File: config.mk
export PLATFORM = sky130hd
export DESIGN_NAME = imm_encoder_flat
export DESIGN_NICKNAME = d
export VERILOG_FILES = /design/src/rtl/imm_encoder_if.sv /design/src/rtl/imm_encoder.sv /design/src/flat_wrapper.sv
export SDC_FILE = /design/constraint.sdc
export NUM_CORES = 1
export LEC_CHECK = 0
export BUFFER_PORTS_ARGS = -buffer_cell sky130_fd_sc_hd__buf_2
export CAP_MARGIN = 20
export CORE_UTILIZATION = 46
export DETAILED_ROUTE_END_ITERATION = 7
export GPL_ROUTABILITY_DRIVEN = 0
export PLACE_DENSITY_LB_ADDON = 0.08
export SYNTH_ARGS = -nofsm -noshare
export SYNTH_HDL_FRONTEND = slang
export SYNTH_SLANG_ARGS = --single-unit
File: constraint.sdc
create_clock -name clk -period 1.8 [get_ports clk]
set_input_delay 0.54 -clock clk [delete_from_list [all_inputs] [get_ports clk]]
set_output_delay 0.54 -clock clk [all_outputs]
set_load 0.03 [all_outputs]
File: src/rtl/imm_encoder_if.sv
// Request/instruction handshake bundle for imm_encoder.
// master: the code generator driving requests and taking instruction beats.
// slave:  the encoder itself.
interface imm_encoder_if #(
    parameter int unsigned IMM_W = 64
) ();
    logic             req_valid;
    logic             req_ready;
    logic [2:0]       req_kind;
    logic [4:0]       req_rd;
    logic [4:0]       req_rs1;
    logic [4:0]       req_rs2;
    logic [2:0]       req_funct3;
    logic [IMM_W-1:0] req_imm;
    logic             inst_valid;
    logic             inst_ready;
    logic [31:0]      inst_32;
    logic             inst_last;
    logic             err_range;

    modport master (
        output req_valid, req_kind, req_rd, req_rs1, req_rs2, req_funct3, req_imm,
        output inst_ready,
        input  req_ready, inst_valid, inst_32, inst_last, err_range
    );

    modport slave (
        input  req_valid, req_kind, req_rd, req_rs1, req_rs2, req_funct3, req_imm,
        input  inst_ready,
        output req_ready, inst_valid, inst_32, inst_last, err_range
    );
endinterface

File: src/rtl/imm_encoder.sv
// imm_encoder: packs an operation request into 32-bit RV64 instruction words,
// expanding LI into ADDI or LUI (+ optional ADDIW). One output register,
// one cycle from accept to inst_valid.
// Optional feature macro: IMMENC_RANGE_CHECK_EN enables immediate range and
// alignment checking (err_range); when undefined, immediates are truncated.
module imm_encoder #(
    parameter int unsigned IMM_W = 64
) (
    input logic          clk,
    input logic          rst,
    imm_encoder_if.slave bus
);

`ifdef IMMENC_RANGE_CHECK_EN
    localparam bit RANGE_CHECK = 1'b1;
`else
    localparam bit RANGE_CHECK = 1'b0;
`endif

    localparam logic [6:0] OP_IMM   = 7'b0010011;
    localparam logic [6:0] OP_IMM32 = 7'b0011011;
    localparam logic [6:0] OP_LOAD  = 7'b0000011;
    localparam logic [6:0] OP_STORE = 7'b0100011;
    localparam logic [6:0] OP_BR    = 7'b1100011;
    localparam logic [6:0] OP_LUI   = 7'b0110111;
    localparam logic [6:0] OP_AUIPC = 7'b0010111;
    localparam logic [6:0] OP_CUST0 = 7'b0001011;

    // Immediate bits a shift is allowed to carry: shamt[5:0] and the arith bit.
    localparam logic [IMM_W-1:0] SHIFT_MASK = {{(IMM_W-11){1'b0}}, 11'h43F};

    typedef enum logic [2:0] {
        K_I_ALU   = 3'd0,
        K_LOAD    = 3'd1,
        K_STORE   = 3'd2,
        K_BRANCH  = 3'd3,
        K_LUI     = 3'd4,
        K_AUIPC   = 3'd5,
        K_CUSTOM0 = 3'd6,
        K_LI      = 3'd7
    } kind_t;

    typedef enum logic [1:0] {
        IDLE,
        OUT,
        OUT1
    } state_t;

    state_t           state, state_d;
    logic [31:0]      inst_q, inst_d;
    logic [31:0]      beat2_q, beat2_d;
    logic             last_q, last_d;
    logic             err_q, err_d;
    logic             ready;
    logic             accept;

    kind_t            kind;
    logic [IMM_W-1:0] imm;
    logic [4:0]       rd, rs1, rs2;
    logic [2:0]       f3;
    logic             fits12, fits13, fits32;
    logic [19:0]      li_hi;

    logic [31:0]      enc_inst;
    logic [31:0]      enc_beat2;
    logic             enc_two;
    logic             enc_err;
    logic             bad;

    assign kind = kind_t'(bus.req_kind);
    assign imm  = bus.req_imm;
    assign rd   = bus.req_rd;
    assign rs1  = bus.req_rs1;
    assign rs2  = bus.req_rs2;
    assign f3   = bus.req_funct3;

    assign fits12 = (imm == {{(IMM_W-12){imm[11]}}, imm[11:0]});
    assign fits13 = (imm == {{(IMM_W-13){imm[12]}}, imm[12:0]});
    assign fits32 = (imm == {{(IMM_W-32){imm[31]}}, imm[31:0]});

    // (imm[31:0] + 0x800)[31:12]: the low-half add only contributes a carry,
    // which is exactly imm[11].
    assign li_hi = imm[31:12] + {19'd0, imm[11]};

    // Encode the presented request into its first beat, optional second beat and error flag.
    always_comb begin
        enc_inst  = '0;
        enc_beat2 = '0;
        enc_two   = 1'b0;
        bad       = 1'b0;
        case (kind)
            K_I_ALU: begin
                if (f3 == 3'b001 || f3 == 3'b101) begin
                    enc_inst = {1'b0, imm[10], 4'b0000, imm[5:0], rs1, f3, rd, OP_IMM};
                    bad      = |(imm & ~SHIFT_MASK);
                end else begin
                    enc_inst = {imm[11:0], rs1, f3, rd, OP_IMM};
                    bad      = !fits12;
                end
            end
            K_LOAD: begin
                enc_inst = {imm[11:0], rs1, f3, rd, OP_LOAD};
                bad      = !fits12;
            end
            K_CUSTOM0: begin
                enc_inst = {imm[11:0], rs1, f3, rd, OP_CUST0};
                bad      = !fits12;
            end
            K_STORE: begin
                enc_inst = {imm[11:5], rs2, rs1, f3, imm[4:0], OP_STORE};
                bad      = !fits12;
            end
            K_BRANCH: begin
                enc_inst = {imm[12], imm[10:5], rs2, rs1, f3, imm[4:1], imm[11], OP_BR};
                bad      = !fits13 || imm[0];
            end
            K_LUI: begin
                enc_inst = {imm[31:12], rd, OP_LUI};
                bad      = !fits32 || (imm[11:0] != 12'd0);
            end
            K_AUIPC: begin
                enc_inst = {imm[31:12], rd, OP_AUIPC};
                bad      = !fits32 || (imm[11:0] != 12'd0);
            end
            K_LI: begin
                bad = !fits32;
                if (fits12) begin
                    enc_inst = {imm[11:0], 5'd0, 3'b000, rd, OP_IMM};
                end else begin
                    enc_inst  = {li_hi, rd, OP_LUI};
                    enc_beat2 = {imm[11:0], rd, 3'b000, rd, OP_IMM32};
                    enc_two   = (imm[11:0] != 12'd0);
                end
            end
        endcase
        enc_err = bad & RANGE_CHECK;
        if (enc_err) begin
            enc_inst = '0;
            enc_two  = 1'b0;
        end
    end

    assign accept = bus.req_valid & ready;

    // Next-state and output-register loading for the IDLE/OUT/OUT1 sequencer.
    always_comb begin
        state_d = state;
        inst_d  = inst_q;
        beat2_d = beat2_q;
        last_d  = last_q;
        err_d   = err_q;
        ready   = 1'b0;
        case (state)
            IDLE: ready = 1'b1;
            OUT:  ready = bus.inst_ready;
            OUT1: ready = 1'b0;
            default: ready = 1'b0;
        endcase
        if (state == OUT && bus.inst_ready) begin
            state_d = IDLE;
        end
        if (state == OUT1 && bus.inst_ready) begin
            state_d = OUT;
            inst_d  = beat2_q;
            last_d  = 1'b1;
            err_d   = 1'b0;
        end
        if (bus.req_valid && ready) begin
            state_d = enc_two ? OUT1 : OUT;
            inst_d  = enc_inst;
            beat2_d = enc_beat2;
            last_d  = !enc_two;
            err_d   = enc_err;
        end
    end

    // State and output register, cleared asynchronously (drops any pending second beat).
    always_ff @(posedge clk or posedge rst) begin
        if (rst) begin
            state   <= IDLE;
            inst_q  <= '0;
            beat2_q <= '0;
            last_q  <= 1'b0;
            err_q   <= 1'b0;
        end else begin
            state   <= state_d;
            inst_q  <= inst_d;
            beat2_q <= beat2_d;
            last_q  <= last_d;
            err_q   <= err_d;
        end
    end

    assign bus.req_ready  = ready;
    assign bus.inst_valid = (state != IDLE);
    assign bus.inst_32    = inst_q;
    assign bus.inst_last  = last_q;
    assign bus.err_range  = err_q;

endmodule

File: src/flat_wrapper.sv
// flat-port wrapper written by rule: the top's interface ports become plain ports
module imm_encoder_flat 
#(
    parameter int unsigned IMM_W = 64
)
  (clk, rst, bus_req_valid, bus_req_kind, bus_req_rd, bus_req_rs1, bus_req_rs2, bus_req_funct3, bus_req_imm, bus_inst_ready, bus_req_ready, bus_inst_valid, bus_inst_32, bus_inst_last, bus_err_range);
  imm_encoder_if #(.IMM_W(IMM_W)) bus_i ();
  input logic clk;
  input logic rst;
  input wire logic [$bits(bus_i.req_valid)-1:0] bus_req_valid;
  input wire logic [$bits(bus_i.req_kind)-1:0] bus_req_kind;
  input wire logic [$bits(bus_i.req_rd)-1:0] bus_req_rd;
  input wire logic [$bits(bus_i.req_rs1)-1:0] bus_req_rs1;
  input wire logic [$bits(bus_i.req_rs2)-1:0] bus_req_rs2;
  input wire logic [$bits(bus_i.req_funct3)-1:0] bus_req_funct3;
  input wire logic [$bits(bus_i.req_imm)-1:0] bus_req_imm;
  input wire logic [$bits(bus_i.inst_ready)-1:0] bus_inst_ready;
  output wire logic [$bits(bus_i.req_ready)-1:0] bus_req_ready;
  output wire logic [$bits(bus_i.inst_valid)-1:0] bus_inst_valid;
  output wire logic [$bits(bus_i.inst_32)-1:0] bus_inst_32;
  output wire logic [$bits(bus_i.inst_last)-1:0] bus_inst_last;
  output wire logic [$bits(bus_i.err_range)-1:0] bus_err_range;
  assign bus_i.req_valid = bus_req_valid;
  assign bus_i.req_kind = bus_req_kind;
  assign bus_i.req_rd = bus_req_rd;
  assign bus_i.req_rs1 = bus_req_rs1;
  assign bus_i.req_rs2 = bus_req_rs2;
  assign bus_i.req_funct3 = bus_req_funct3;
  assign bus_i.req_imm = bus_req_imm;
  assign bus_i.inst_ready = bus_inst_ready;
  assign bus_req_ready = bus_i.req_ready;
  assign bus_inst_valid = bus_i.inst_valid;
  assign bus_inst_32 = bus_i.inst_32;
  assign bus_inst_last = bus_i.inst_last;
  assign bus_err_range = bus_i.err_range;
  imm_encoder #(.IMM_W(IMM_W)) u_core (.clk(clk), .rst(rst), .bus(bus_i));
endmodule
Word-level counts from Yosys, hierarchy flattened
Index checks and enable logic that the tools add are counted.
{"block": "word_totals", "register_bits": 68, "in_bits": 89, "out_inout_bits": 36, "wordCells": 47}
{"block": "op_classes", "addsub": 1, "eq_ne": 12, "n_mux": 18, "n_reduce_logical": 11}
{"op": "$pmux W32 S8", "count": 1}
{"op": "$mux W32", "count": 6}
{"op": "$eq A52 B52 Y1", "count": 1}
{"op": "$add A20 B1 Y20", "count": 1}
{"op": "$eq A3 B3 Y1 const B", "count": 5}
{"op": "$reduce_bool A12 Y1", "count": 1}
{"op": "$mux W2", "count": 4}
{"op": "$eq A3 B1 Y1 const B", "count": 2}
{"op": "$eq A3 B2 Y1 const B", "count": 2}
{"op": "$mux W1", "count": 6}
{"op": "$reduce_bool A2 Y1", "count": 2}
{"op": "$logic_and A1 B1 Y1", "count": 3}
{"op": "$logic_not A3 Y1", "count": 1}
{"op": "$reduce_bool A3 Y1", "count": 1}
{"op": "$eq A2 B1 Y1 const B", "count": 1}
{"op": "$eq A2 B2 Y1 const B", "count": 1}
{"op": "$logic_not A2 Y1", "count": 1}
{"op": "$pmux W1 S2", "count": 1}
{"op": "$logic_not A1 Y1", "count": 1}
{"op": "$logic_or A1 B1 Y1", "count": 1}

Logic depth before layout (Yosys ltp)
Gate-level depths: netlist of run 1.
{"block": "logic_depth", "word_depth": 5, "ltp_mapped": 9, "depth_no_buf": 8}

Worst setup path before layout of run 1
Ideal clock, no wire load.
{"block": "synth_path", "kind": "input-to-reg", "startpoint": "input bus_req_imm[46]", "endpoint": "register u_core.inst_q[31], in the netlist u_core.bus.inst_32[31]", "setup_ps": 73, "arrival_time_ps": 2497, "required_time_ps": 1727, "setup_slack_ps": -770, "stages": 7, "path_buffers": 1, "cell_sequence": "or4_1 -> nor4_2 -> o22ai_4 -> or3_1 -> buf_6 -> a221o_1 -> a21oi_2"}
{"block": "synth_between", "elab_chain_cells": 4}
{"item": "from (decl)", "line": "flat_wrapper.sv:16", "rtl": "input wire logic [$bits(bus_i.req_imm)-1:0] bus_req_imm;"}
{"item": "$eq A52 B52 Y1", "line": "imm_encoder.sv:77", "rtl": "assign fits12 = (imm == {{(IMM_W-12){imm[11]}}, imm[11:0]});"}
{"item": "$mux W32", "line": "imm_encoder.sv:127", "rtl": "if (fits12) begin"}
{"item": "$pmux W32 S8", "line": "imm_encoder.sv:91", "rtl": "case (kind)"}
{"item": "$mux W32", "line": "imm_encoder.sv:168", "rtl": "if (bus.req_valid && ready) begin"}
{"item": "to (signal assigned)", "line": "imm_encoder.sv:187", "rtl": "inst_q <= inst_d;"}
{"item": "to (decl)", "line": "imm_encoder.sv:50", "rtl": "logic [31:0] inst_q, inst_d;"}
Every way passes these cells.
A chain may end at the register's enable or synchronous reset.

Worst setup path after layout of run 1
{"block": "layout_path", "startpoint": "input bus_req_imm[57]", "endpoint": "register u_core.inst_q[21], in the netlist u_core.bus.inst_32[21]"}
The elaborated chain is that of the path after synthesis.

==> flow_summary.yaml, run 1 <==
power_and_ir_drop:
  max-vdd-ir-drop_mv: 0.7502
  p_comb_share_pct: 56.1
  power.internal_mw: 3.136
  switchingPower_mw: 2.790
  power_frac_seq_pct: 31.0
  p_per_area_mw_per_mm2: 1022
  power.total_mw: 5.926
  power_frac_clock_pct: 12.9
  leakagePower_nw: 2.704
  switching_share_pct: 47.08
yosys:
  synthAdderAreaFrac_pct: 0.6647
  yosys.area_share.xor_xnor_pct: 3.722
  synthTopCellsByCount: "nand2_1, dfrtp_1, nor2_1, o21ai_0, a21oi_1"
  synth_cells: 475
  yosysMostFrequentCell: "nand2_1"
  synth_compound_area_share_pct: 26.85
  synth_top_area_share_pct: 34.56
  synth-simple-area-share_pct: 27.68
  async_reset_ff_share_pct: 100.0
  synth_cell_types: 60
  synthMuxAreaShare_pct: 1.861
  synth_area_sq_mm: 0.003765
  ys_ff_latch: 52
  ys_seq_area_share_pct: 34.56
  synth_area_leaders: "dfrtp_1, nand2_1, o21ai_0"
  synth_flop_cell: "dfrtp_1"
  yosysWarnings: 0
  syn-num-nets: 566
  synth_top_family_by_area: "simple AND/OR/NAND/NOR gates"
  synth_area_per_cell_sq_um: 7.926
  synth_largest_area_cell: "dfrtp_1"
  synth_edf_count: 0
setup_path:
  cpPeakStageDelay_ns: 0.52
  cp-start-kind: "input pin"
  critPathKind: "input pin to register"
  reg2reg_setup_slack_ns: -0.16
  cp-startpoint: "bus_req_imm[57]"
  critPathArrivalTime_ns: 2.49
  reg2regPathDepth: 5
  worstPathRequired_ns: 2.01
  rr_startpoint: "u_core.state[0]$_DFFE_PP0P_"
  critical_path.endpoint_type: "register"
  worstPathMaxFanout: 7
  slowest_stage: "or4_1"
  r2r-end: "u_core.bus.inst_32[16]$_DFFE_PP0P_"
  path_cells: "buf_2 > nand4_1 > or3_4 > a221o_2 > buf_6 > or4_1 > o211ai_1 > a31oi_1"
final_layout:
  fillCellCount: 620
  antenna_cells: 0
  drive_gt1_share_pct: 43.99
  final_area_sq_mm: 0.005797
  area_growth_pct: 53.97
  layout.cells.non_filler: 809
  finalNetCount: 797
route:
  dr.first_iter.drc_count: 504
  wire_per_inst_microns: 18.70
  drtAntennaViolNets: 0
  wl_microns: 15130
  vias_per_cell: 6.137
  first_pass_iters: 7
  num_vias: 4965
  drcViolationCount: 0
grt:
  grt_pass1_wl_microns: 22730
  antenna_found_initial: 0
  grt-ovfl-total: 0
  track_usage_pct: 33.91
  grt_pass1_vias: 4609
  grt_max_degree: 53
timing:
  drv_slew: 0
  relSlewSlack_pct: 57.98
  fin_skew_ns: 0.01030
  fin_ws_ns: -0.4857
  tightest_slew_ns: 0.6245
  fmax_mhz: 437.5
  setup_viol: 42
  rsz0062_at_grt: "true"
  final.period_utilization_pct: 127.0
  holdWs_ns: 0.2346
  hold_viol_final: 0
  final.min_clock_period_ns: 2.286
clock_tree:
  clockBufferDepth: 2
  clkTransAtPathRegs_ns: 0.12
  clk_latency_ns: 0.32
  cts_tree: "built"
  holdBufCountCts: 0
  cts_buffers: 5
  ctsHtreeMaxLevel: 2
  cts_num_sinks: 52
  clock-root-buffer: "clkbuf_8"
hold_path:
  hold_path_class: "input pin to asynchronous set/reset pin"
outcome:
  status: "finished, violations left"
  failed_checks: "setup timing"
placement:
  dp_cells: 794
  numPortBuffers: 123
  dp_hpwl_microns: 11440
  pre_cts_ws_ns: -0.8425
  place_area_sq_mm: 0.005386
die:
  num_io_pins: 125
  die_area_sq_mm: 0.008551
  die_h_microns: 92.47
  num_rows: 32
  die_x_microns: 92.47
  coreArea_sq_mm: 0.007807
  start_util_pct: 48.22
flow_run:
  drv_cap: 0
[cell usage in the layout, fill, tap and decap left out, types with 4 or more instances in the layout]
master | Yosys | layout
nor4_1 | 13 | 9
a221o_1 | 5 | 4
a21oi_1 | 23 | 21
o2bb2ai_1 | 9 | 9
o21ai_2 | 0 | 14
o22ai_1 | 7 | 7
clkbuf_8 | 0 | 5
nor4_2 | 2 | 4
a31oi_1 | 17 | 17
inv_1 | 7 | 6
nor3_1 | 9 | 7
mux2i_1 | 7 | 7
nand4_1 | 12 | 12
buf_6 | 1 | 7
nor2_1 | 39 | 38
o21ai_1 | 1 | 9
nand3_1 | 18 | 18
or3_1 | 6 | 4
buf_2 | 5 | 119
nand2_1 | 83 | 83
buf_4 | 3 | 121
nor2b_1 | 5 | 5
buf_12 | 0 | 6
and3_1 | 8 | 7
o21ai_0 | 30 | 7
a22oi_1 | 7 | 7
o31ai_1 | 4 | 4
xnor2_1 | 13 | 13
dfrtp_1 | 52 | 52
o211ai_1 | 6 | 6
a221oi_1 | 10 | 10
[stage by stage]
stage	utilization, %	setup TNS, ns
3_3_place_gp	68.99	-29.19
6_report	74.25	-14.80
5_1_grt	74.25	-16.84
2_1_floorplan	-	-20.93
4_1_cts	71.52	-15.00
3_5_place_dp	68.99	-30.86
[cells by family (layout without fill, tap and decap cells)]
| group | count (synthesis) | in the layout |
|---|---|---|
| compound gates | 144 | 144 |
| xor+xnor | 16 | 16 |
| fa+ha+maj | 2 | 2 |
| buf+inv | 39 | 271 |
| flops | 52 | 52 |
| mux | 7 | 7 |
| other cells | 1 | 1 |
| simple gates | 214 | 214 |
[metal layers]
layer	wire length [microns]	global-route usage (%)	vias up
met2	7152	54.38	320
li1	-	-	2232
met4	600	14.71	0
met3	1410	7.307	55
met5	0	0	-
met1	5967	43.85	2358
[worst max path at each step]
| stage | endpoint | slack (ns) | depth (start not counted) |
|---|---|---|---|
| after global placement | u_core.bus.inst_32[22]$_DFFE_PP0P_ | -0.81 | 8 |
| final | u_core.bus.inst_32[21]$_DFFE_PP0P_ | -0.49 | 8 |
| after global routing | u_core.bus.inst_32[21]$_DFFE_PP0P_ | -0.54 | 8 |
| after CTS | u_core.bus.inst_32[22]$_DFFE_PP0P_ | -0.49 | 8 |
| after detailed placement | u_core.bus.inst_32[22]$_DFFE_PP0P_ | -0.84 | 8 |
| after floorplan | u_core.bus.inst_32[31]$_DFFE_PP0P_ | -0.70 | 8 |
[power groups by stage]
stage	logic (mW)	registers [mW]	clock network [mW]
2_1_floorplan	1.28	2.48	0
3_3_place_gp	3.08	1.84	0
3_5_place_dp	3.14	1.85	0
4_1_cts	3.16	1.84	0.747
5_1_grt	3.55	1.89	0.798
6_report	3.32	1.84	0.762
[registers in the layout (all words and copies together), names as in the netlist]
signal,cells
u_core.bus.inst_last,1
u_core.beat2_q,18
u_core.state,2
u_core.bus.inst_32,31
[timing repair]
item / 4_1_cts / 5_1_grt
buffers inserted: 1 / 5
endpoints found under the setup margin: 42 / 44
gates resized for setup: 23 / 28
pin swaps: 22 / 10
cloned: 0 / 2
[area by class of cell]
cell class | count | area, sq um | area share (%)
flip-flops and latches | 52 | 1301 | 22.45
well taps | 102 | 127.6 | 2.202
multi-input cells | 384 | 2485 | 42.87
repair buffers | 256 | 1760 | 30.37
clock buffers | 5 | 68.82 | 1.187
clock inverters | 3 | 27.53 | 0.4749
inverters | 7 | 26.28 | 0.4533
[critical path: cells and delay by family]
kind | cells | cell delay [ns]
compound gates | 3 | 0.68
buf+inv | 2 | 0.26
simple gates | 3 | 1.00
Power figures use the tool's default switching activity.
==> run 2: changes to the inputs <==
--- a/config.mk
+++ b/config.mk
@@ -7,7 +7,7 @@
 export LEC_CHECK = 0
 export BUFFER_PORTS_ARGS = -buffer_cell sky130_fd_sc_hd__buf_2
 export CAP_MARGIN = 20
-export CORE_UTILIZATION = 46
+export CORE_UTILIZATION = 55
 export DETAILED_ROUTE_END_ITERATION = 7
 export GPL_ROUTABILITY_DRIVEN = 0
 export PLACE_DENSITY_LB_ADDON = 0.08
==> constraint.sdc (replaced) <==
create_clock -name clk -period 2.7 [get_ports clk]
set_input_delay 0.81 -clock clk [delete_from_list [all_inputs] [get_ports clk]]
set_output_delay 0.81 -clock clk [all_outputs]
set_load 0.03 [all_outputs]
==> run 2 against run 1 <==
  * Count of clock-buffer cells in the layout is the same
  * Clock skew shrank 0.0050 ns
  * Die area shrank 16%
  * The flow finishes with violations (DRC)
  * Register-to-register slack gained 0.78 ns
  * Worst hold slack gained 0.26 ns
  * Global-route usage grew 2.8 points
  * Clock power shrank 39%
  * Sequential share of layout area grew 3.9 points
  * Sequential power shrank 34%
  * Critical path type unchanged
  * Flip-flop and latch count is the same
==> flow_summary.yaml, run 2 (same netlist as run 1, synthesis figures left out) <==
grt:
  grt_pass1_wl_microns: 20660
  grt-ovfl-total: 0
  grt_max_degree: 36
  antenna_found_initial: 0
  track_usage_pct: 36.66
  grt_pass1_vias: 4126
setup_path:
  critPathKind: "input pin to register"
  critical_path.endpoint_type: "register"
  worstPathRequired_ns: 2.90
  worstPathMaxFanout: 11
  path_cells: "buf_2 > nand4_1 > or4_4 > a22o_4 > or3_1 > buf_4 > o211ai_1 > a31oi_1"
  cp-start-kind: "input pin"
  slowest_stage: "or4_4"
  critPathArrivalTime_ns: 2.78
  cpPeakStageDelay_ns: 0.56
final_layout:
  fillCellCount: 519
  antenna_cells: 0
  drive_gt1_share_pct: 32.97
  finalNetCount: 730
  largest_reg_flops: 31
  final_cell_mix: "buf_2, nand2_1, buf_4, dfrtp_1, nor2_1"
  final_common_cell: "buf_2"
  final_area_sq_mm: 0.004938
  layout.cells.non_filler: 717
  area_growth_pct: 31.17
  utilization_pct: 76.04
route:
  wl_microns: 13070
  drcViolationCount: 5
  first_pass_iters: 8
  drtAntennaViolNets: 0
  wire_per_inst_microns: 18.23
  vias_per_cell: 6.462
  num_vias: 4633
  dr.first_iter.drc_count: 557
timing:
  fmax_mhz: 386.5
  final.min_clock_period_ns: 2.588
  tns_ns: 0
  holdWs_ns: 0.4914
  drv_slew: 0
  tightest_slew_ns: 0.6999
  hold_viol_final: 0
  relSlewSlack_pct: 53.16
  fin_ws_ns: 0.1125
  rsz0062_at_grt: "false"
  setup_viol: 0
  final.period_utilization_pct: 95.83
  fin_skew_ns: 0.005324
clock_tree:
  clkTransAtPathRegs_ns: 0.10
  cts_num_sinks: 52
  clk_latency_ns: 0.31
  cts_buffers: 5
  ctsHtreeMaxLevel: 2
  clock-root-buffer: "clkbuf_8"
  clockBufferDepth: 2
  holdBufCountCts: 0
  cts_tree: "built"
flow_run:
  drv_cap: 0
placement:
  numPortBuffers: 123
  pre_cts_ws_ns: -0.2072
  dp_cells: 709
  place_area_sq_mm: 0.004848
  dp_hpwl_microns: 10110
die:
  start_util_pct: 57.97
  die_h_microns: 84.74
  die_area_sq_mm: 0.007180
  num_io_pins: 125
  die_x_microns: 84.74
  coreArea_sq_mm: 0.006495
  num_rows: 29
outcome:
  status: "finished, violations left"
  failed_checks: "DRC"
hold_path:
  hold_path_class: "register to register"
power_and_ir_drop:
  power.total_mw: 3.613
  max-vdd-ir-drop_mv: 0.6550
  p_per_area_mw_per_mm2: 731.6
  leakagePower_nw: 2.261
run 2: cell types whose count changed in the layout (fill, tap and decap cells not counted), sizes merged:
cell / previous run / this run
clkbuf: 8 / 5
buf: 253 / 189
run 2: power by group:
part | switching (mW) | total, mW | internal, mW
logic | 1.27 | 1.92 | 0.655
registers | 0.169 | 1.22 | 1.06
clock network | 0.279 | 0.464 | 0.185
run 2: layout make-up:
class,instances,area (sq um),share of cell area [%]
timing repair buffer,189,1111,22.50
multi-input combinational,384,2313,46.85
tap,77,96.34,1.951
sequential,52,1301,26.35
clock buffer,5,68.82,1.393
inverter,7,26.28,0.5320
clock inverter,3,21.27,0.4307
run 2: metal layers:
| layer | global-route usage (%) | vias up | routed length, microns |
|---|---|---|---|
| met3 | 6.490 | 56 | 1420 |
| met4 | 14.64 | 0 | 508 |
| met5 | 0 | - | 0 |
| li1 | - | 2103 | - |
| met2 | 58.76 | 309 | 6040 |
| met1 | 49.34 | 2165 | 5099 |
run 2: final timing paths:
path                            depth (start not counted)                          startpoint                                  to  slack, ns
worst min-delay path                                    1  u_core.bus.inst_32[18]$_DFFE_PP0P_  u_core.bus.inst_32[18]$_DFFE_PP0P_       0.49
min in group asynchronous                               2                                 rst  u_core.bus.inst_32[10]$_DFFE_PP0P_       0.50
worst max register to register                          5         u_core.state[0]$_DFFE_PP0P_  u_core.bus.inst_32[17]$_DFFE_PP0P_       0.62
max in group asynchronous                               3                                 rst  u_core.bus.inst_32[13]$_DFFE_PP0P_       1.57
worst min register to register                          1  u_core.bus.inst_32[18]$_DFFE_PP0P_  u_core.bus.inst_32[18]$_DFFE_PP0P_       0.49
worst max-delay path                                    8                     bus_req_imm[11]  u_core.bus.inst_32[24]$_DFFE_PP0P_       0.11
run 2: what timing repair did:
action / 4_1_cts / 5_1_grt
setup endpoints to repair: 0 / 1
endpoints found under the hold margin: 0 / 0
gates resized for setup: 0 / 1
buffers inserted: 0 / 0
run 2: worst max-delay path: cells and delay by family:
family	cells	cell delay [ns]
and+or+nand+nor	3	1.03
buffers and inverters	2	0.41
AOI/OAI and AO/OA	3	0.53
==> run 3: changes to the inputs <==
--- a/config.mk
+++ b/config.mk
@@ -11,6 +11,7 @@
 export DETAILED_ROUTE_END_ITERATION = 7
 export GPL_ROUTABILITY_DRIVEN = 0
 export PLACE_DENSITY_LB_ADDON = 0.08
+export SETUP_SLACK_MARGIN = 0.3
 export SYNTH_ARGS = -nofsm -noshare
 export SYNTH_HDL_FRONTEND = slang
 export SYNTH_SLANG_ARGS = --single-unit
==> run 3 against run 2 <==
  * The flow still finishes with violations (DRC)
  * Flip-flop and latch count did not move
  * Global-route usage rose by 2.1 points
  * Largest cell class unchanged
  * Clock power rose by 22%
  * Non-clock buffer count rose by 8
==> flow_summary.yaml, run 3 (same netlist as run 1, synthesis figures left out) <==
setup_path:
  worstPathRequired_ns: 2.88
  reg2reg_setup_slack_ns: 0.71
  cp-start-kind: "input pin"
  reg2regPathDepth: 7
  critical_path.endpoint_type: "register"
  r2r-end: "u_core.bus.inst_32[21]$_DFFE_PP0P_"
  critPathKind: "input pin to register"
  critPathArrivalTime_ns: 2.70
  worstPathMaxFanout: 7
  rr_startpoint: "u_core.state[0]$_DFFE_PP0P_"
grt:
  track_usage_pct: 38.74
  grt-ovfl-total: 0
  grt_pass1_wl_microns: 21840
  grt_pass1_vias: 4451
  antenna_found_initial: 0
  grtUsageMet3_pct: 7.473
  grt.met1_usage_pct: 50.66
  grt_max_degree: 28
  busiest_layer: "met2"
  use_met2_pct: 63.41
route:
  drcViolationCount: 5
  num_vias: 4920
  drtAntennaViolNets: 0
  wl_microns: 14800
  vias_per_cell: 6.786
  wire_per_inst_microns: 20.41
  first_pass_iters: 8
  dr.first_iter.drc_count: 601
timing:
  fin_skew_ns: 0.01036
  relSlewSlack_pct: 60.13
  fin_ws_ns: 0.1832
  fmax_mhz: 397.3
  rsz0062_at_grt: "true"
  final.period_utilization_pct: 93.22
  drv_slew: 0
  tightest_slew_ns: 0.5959
  hold_viol_final: 0
  setup_viol: 0
  holdWs_ns: 0.4921
  final.min_clock_period_ns: 2.517
die:
  die_x_microns: 84.74
  num_io_pins: 125
  coreArea_sq_mm: 0.006495
  die_area_sq_mm: 0.007180
  num_rows: 29
  die_h_microns: 84.74
  start_util_pct: 57.97
outcome:
  failed_checks: "DRC"
  status: "finished, violations left"
placement:
  pre_cts_ws_ns: -0.2349
  dp_hpwl_microns: 10630
  place_area_sq_mm: 0.004865
  numPortBuffers: 123
flow_run:
  drv_cap: 0
final_layout:
  final_cell_mix: "buf_2, nand2_1, buf_4, dfrtp_1, nor2_1"
  drive_gt1_share_pct: 36.42
  final_area_sq_mm: 0.005241
  final_common_cell: "buf_2"
  area_growth_pct: 39.22
  antenna_cells: 0
  finalNetCount: 738
  largest_reg_flops: 31
clock_tree:
  clk_latency_ns: 0.32
  cts_tree: "built"
  clock-root-buffer: "clkbuf_8"
  cts_buffers: 5
  ctsHtreeMaxLevel: 2
  cts_num_sinks: 52
  holdBufCountCts: 0
  clkTransAtPathRegs_ns: 0.10
  clockBufferDepth: 2
power_and_ir_drop:
  leakagePower_nw: 2.375
  p_per_area_mw_per_mm2: 729.3
  max-vdd-ir-drop_mv: 0.5691
hold_path:
  hold_end: "u_core.beat2_q[4]$_DFFE_PP0P_"
  hold_path_class: "register to register"
  holdPathStages: 1
  min_from: "u_core.beat2_q[4]$_DFFE_PP0P_"
-- run 3: layout make-up --
| type | count | area [sq um] |
|---|---|---|
| Tap cell | 77 | 96.34 |
| Sequential cell | 52 | 1301 |
| Clock buffer | 6 | 72.57 |
| Inverter | 7 | 26.28 |
| Multi-Input combinational cell | 384 | 2440 |
| Timing Repair Buffer | 197 | 1266 |
| Fill cell | 435 | 1254 |
| Clock inverter | 2 | 38.79 |
-- run 3: repair_timing --
action | 4_1_cts | 5_1_grt
pin swaps | 18 | 12
setup buffers | 8 | 2
gates resized for setup | 24 | 13
endpoints found under the setup margin | 25 | 40
endpoints found under the hold margin | 0 | 0
-- run 3: worst max-delay path, stage by stage --
cell      delay, ns
buf_6          0.07
nand4_1        0.11
or3_1          0.38
a221o_2        0.42
buf_6          0.17
or4_4          0.52
o211ai_1       0.10
a31oi_1        0.12
-- run 3: metal layers --
layer / vias up / part of all wire, %
met3: 103 / 12
li1: 2128 / -
met2: 439 / 46
met5: - / 0
met4: 0 / 5.7
met1: 2250 / 37
-- run 3: worst max-delay path by stage --
stage | depth (start not counted) | endpoint | startpoint
after floorplan | 8 | u_core.bus.inst_32[31]$_DFFE_PP0P_ | bus_req_imm[20]
after global placement | 8 | u_core.bus.inst_32[21]$_DFFE_PP0P_ | bus_req_imm[38]
after detailed placement | 8 | u_core.bus.inst_32[23]$_DFFE_PP0P_ | bus_req_imm[46]
after CTS | 8 | u_core.bus.inst_32[23]$_DFFE_PP0P_ | bus_req_imm[41]
after global routing | 10 | u_core.bus.inst_32[22]$_DFFE_PP0P_ | bus_req_imm[11]
final | 8 | u_core.bus.inst_32[21]$_DFFE_PP0P_ | bus_req_imm[57]
-- run 3: report_power, final --
part / leakage (nW) / internal (mW) / switching, mW
Clock: 0.0558 / 0.281 / 0.287
Sequential: 0.656 / 1.06 / 0.176
Combinational: 1.66 / 0.690 / 1.33
Total: 2.38 / 2.03 / 1.79
-- run 3: stage by stage --
step | power (mW) | util (%) | instances | TNS [ns]
floorplan | 2.497 | - | 475 | -0.06867
global placement | 3.119 | 74.90 | 707 | -2.066
detailed placement | 3.178 | 74.90 | 707 | -3.432
CTS | 3.751 | 79.33 | 723 | 0
global route | 3.991 | 80.70 | 725 | 0
finish | 3.822 | 80.70 | 725 | 0
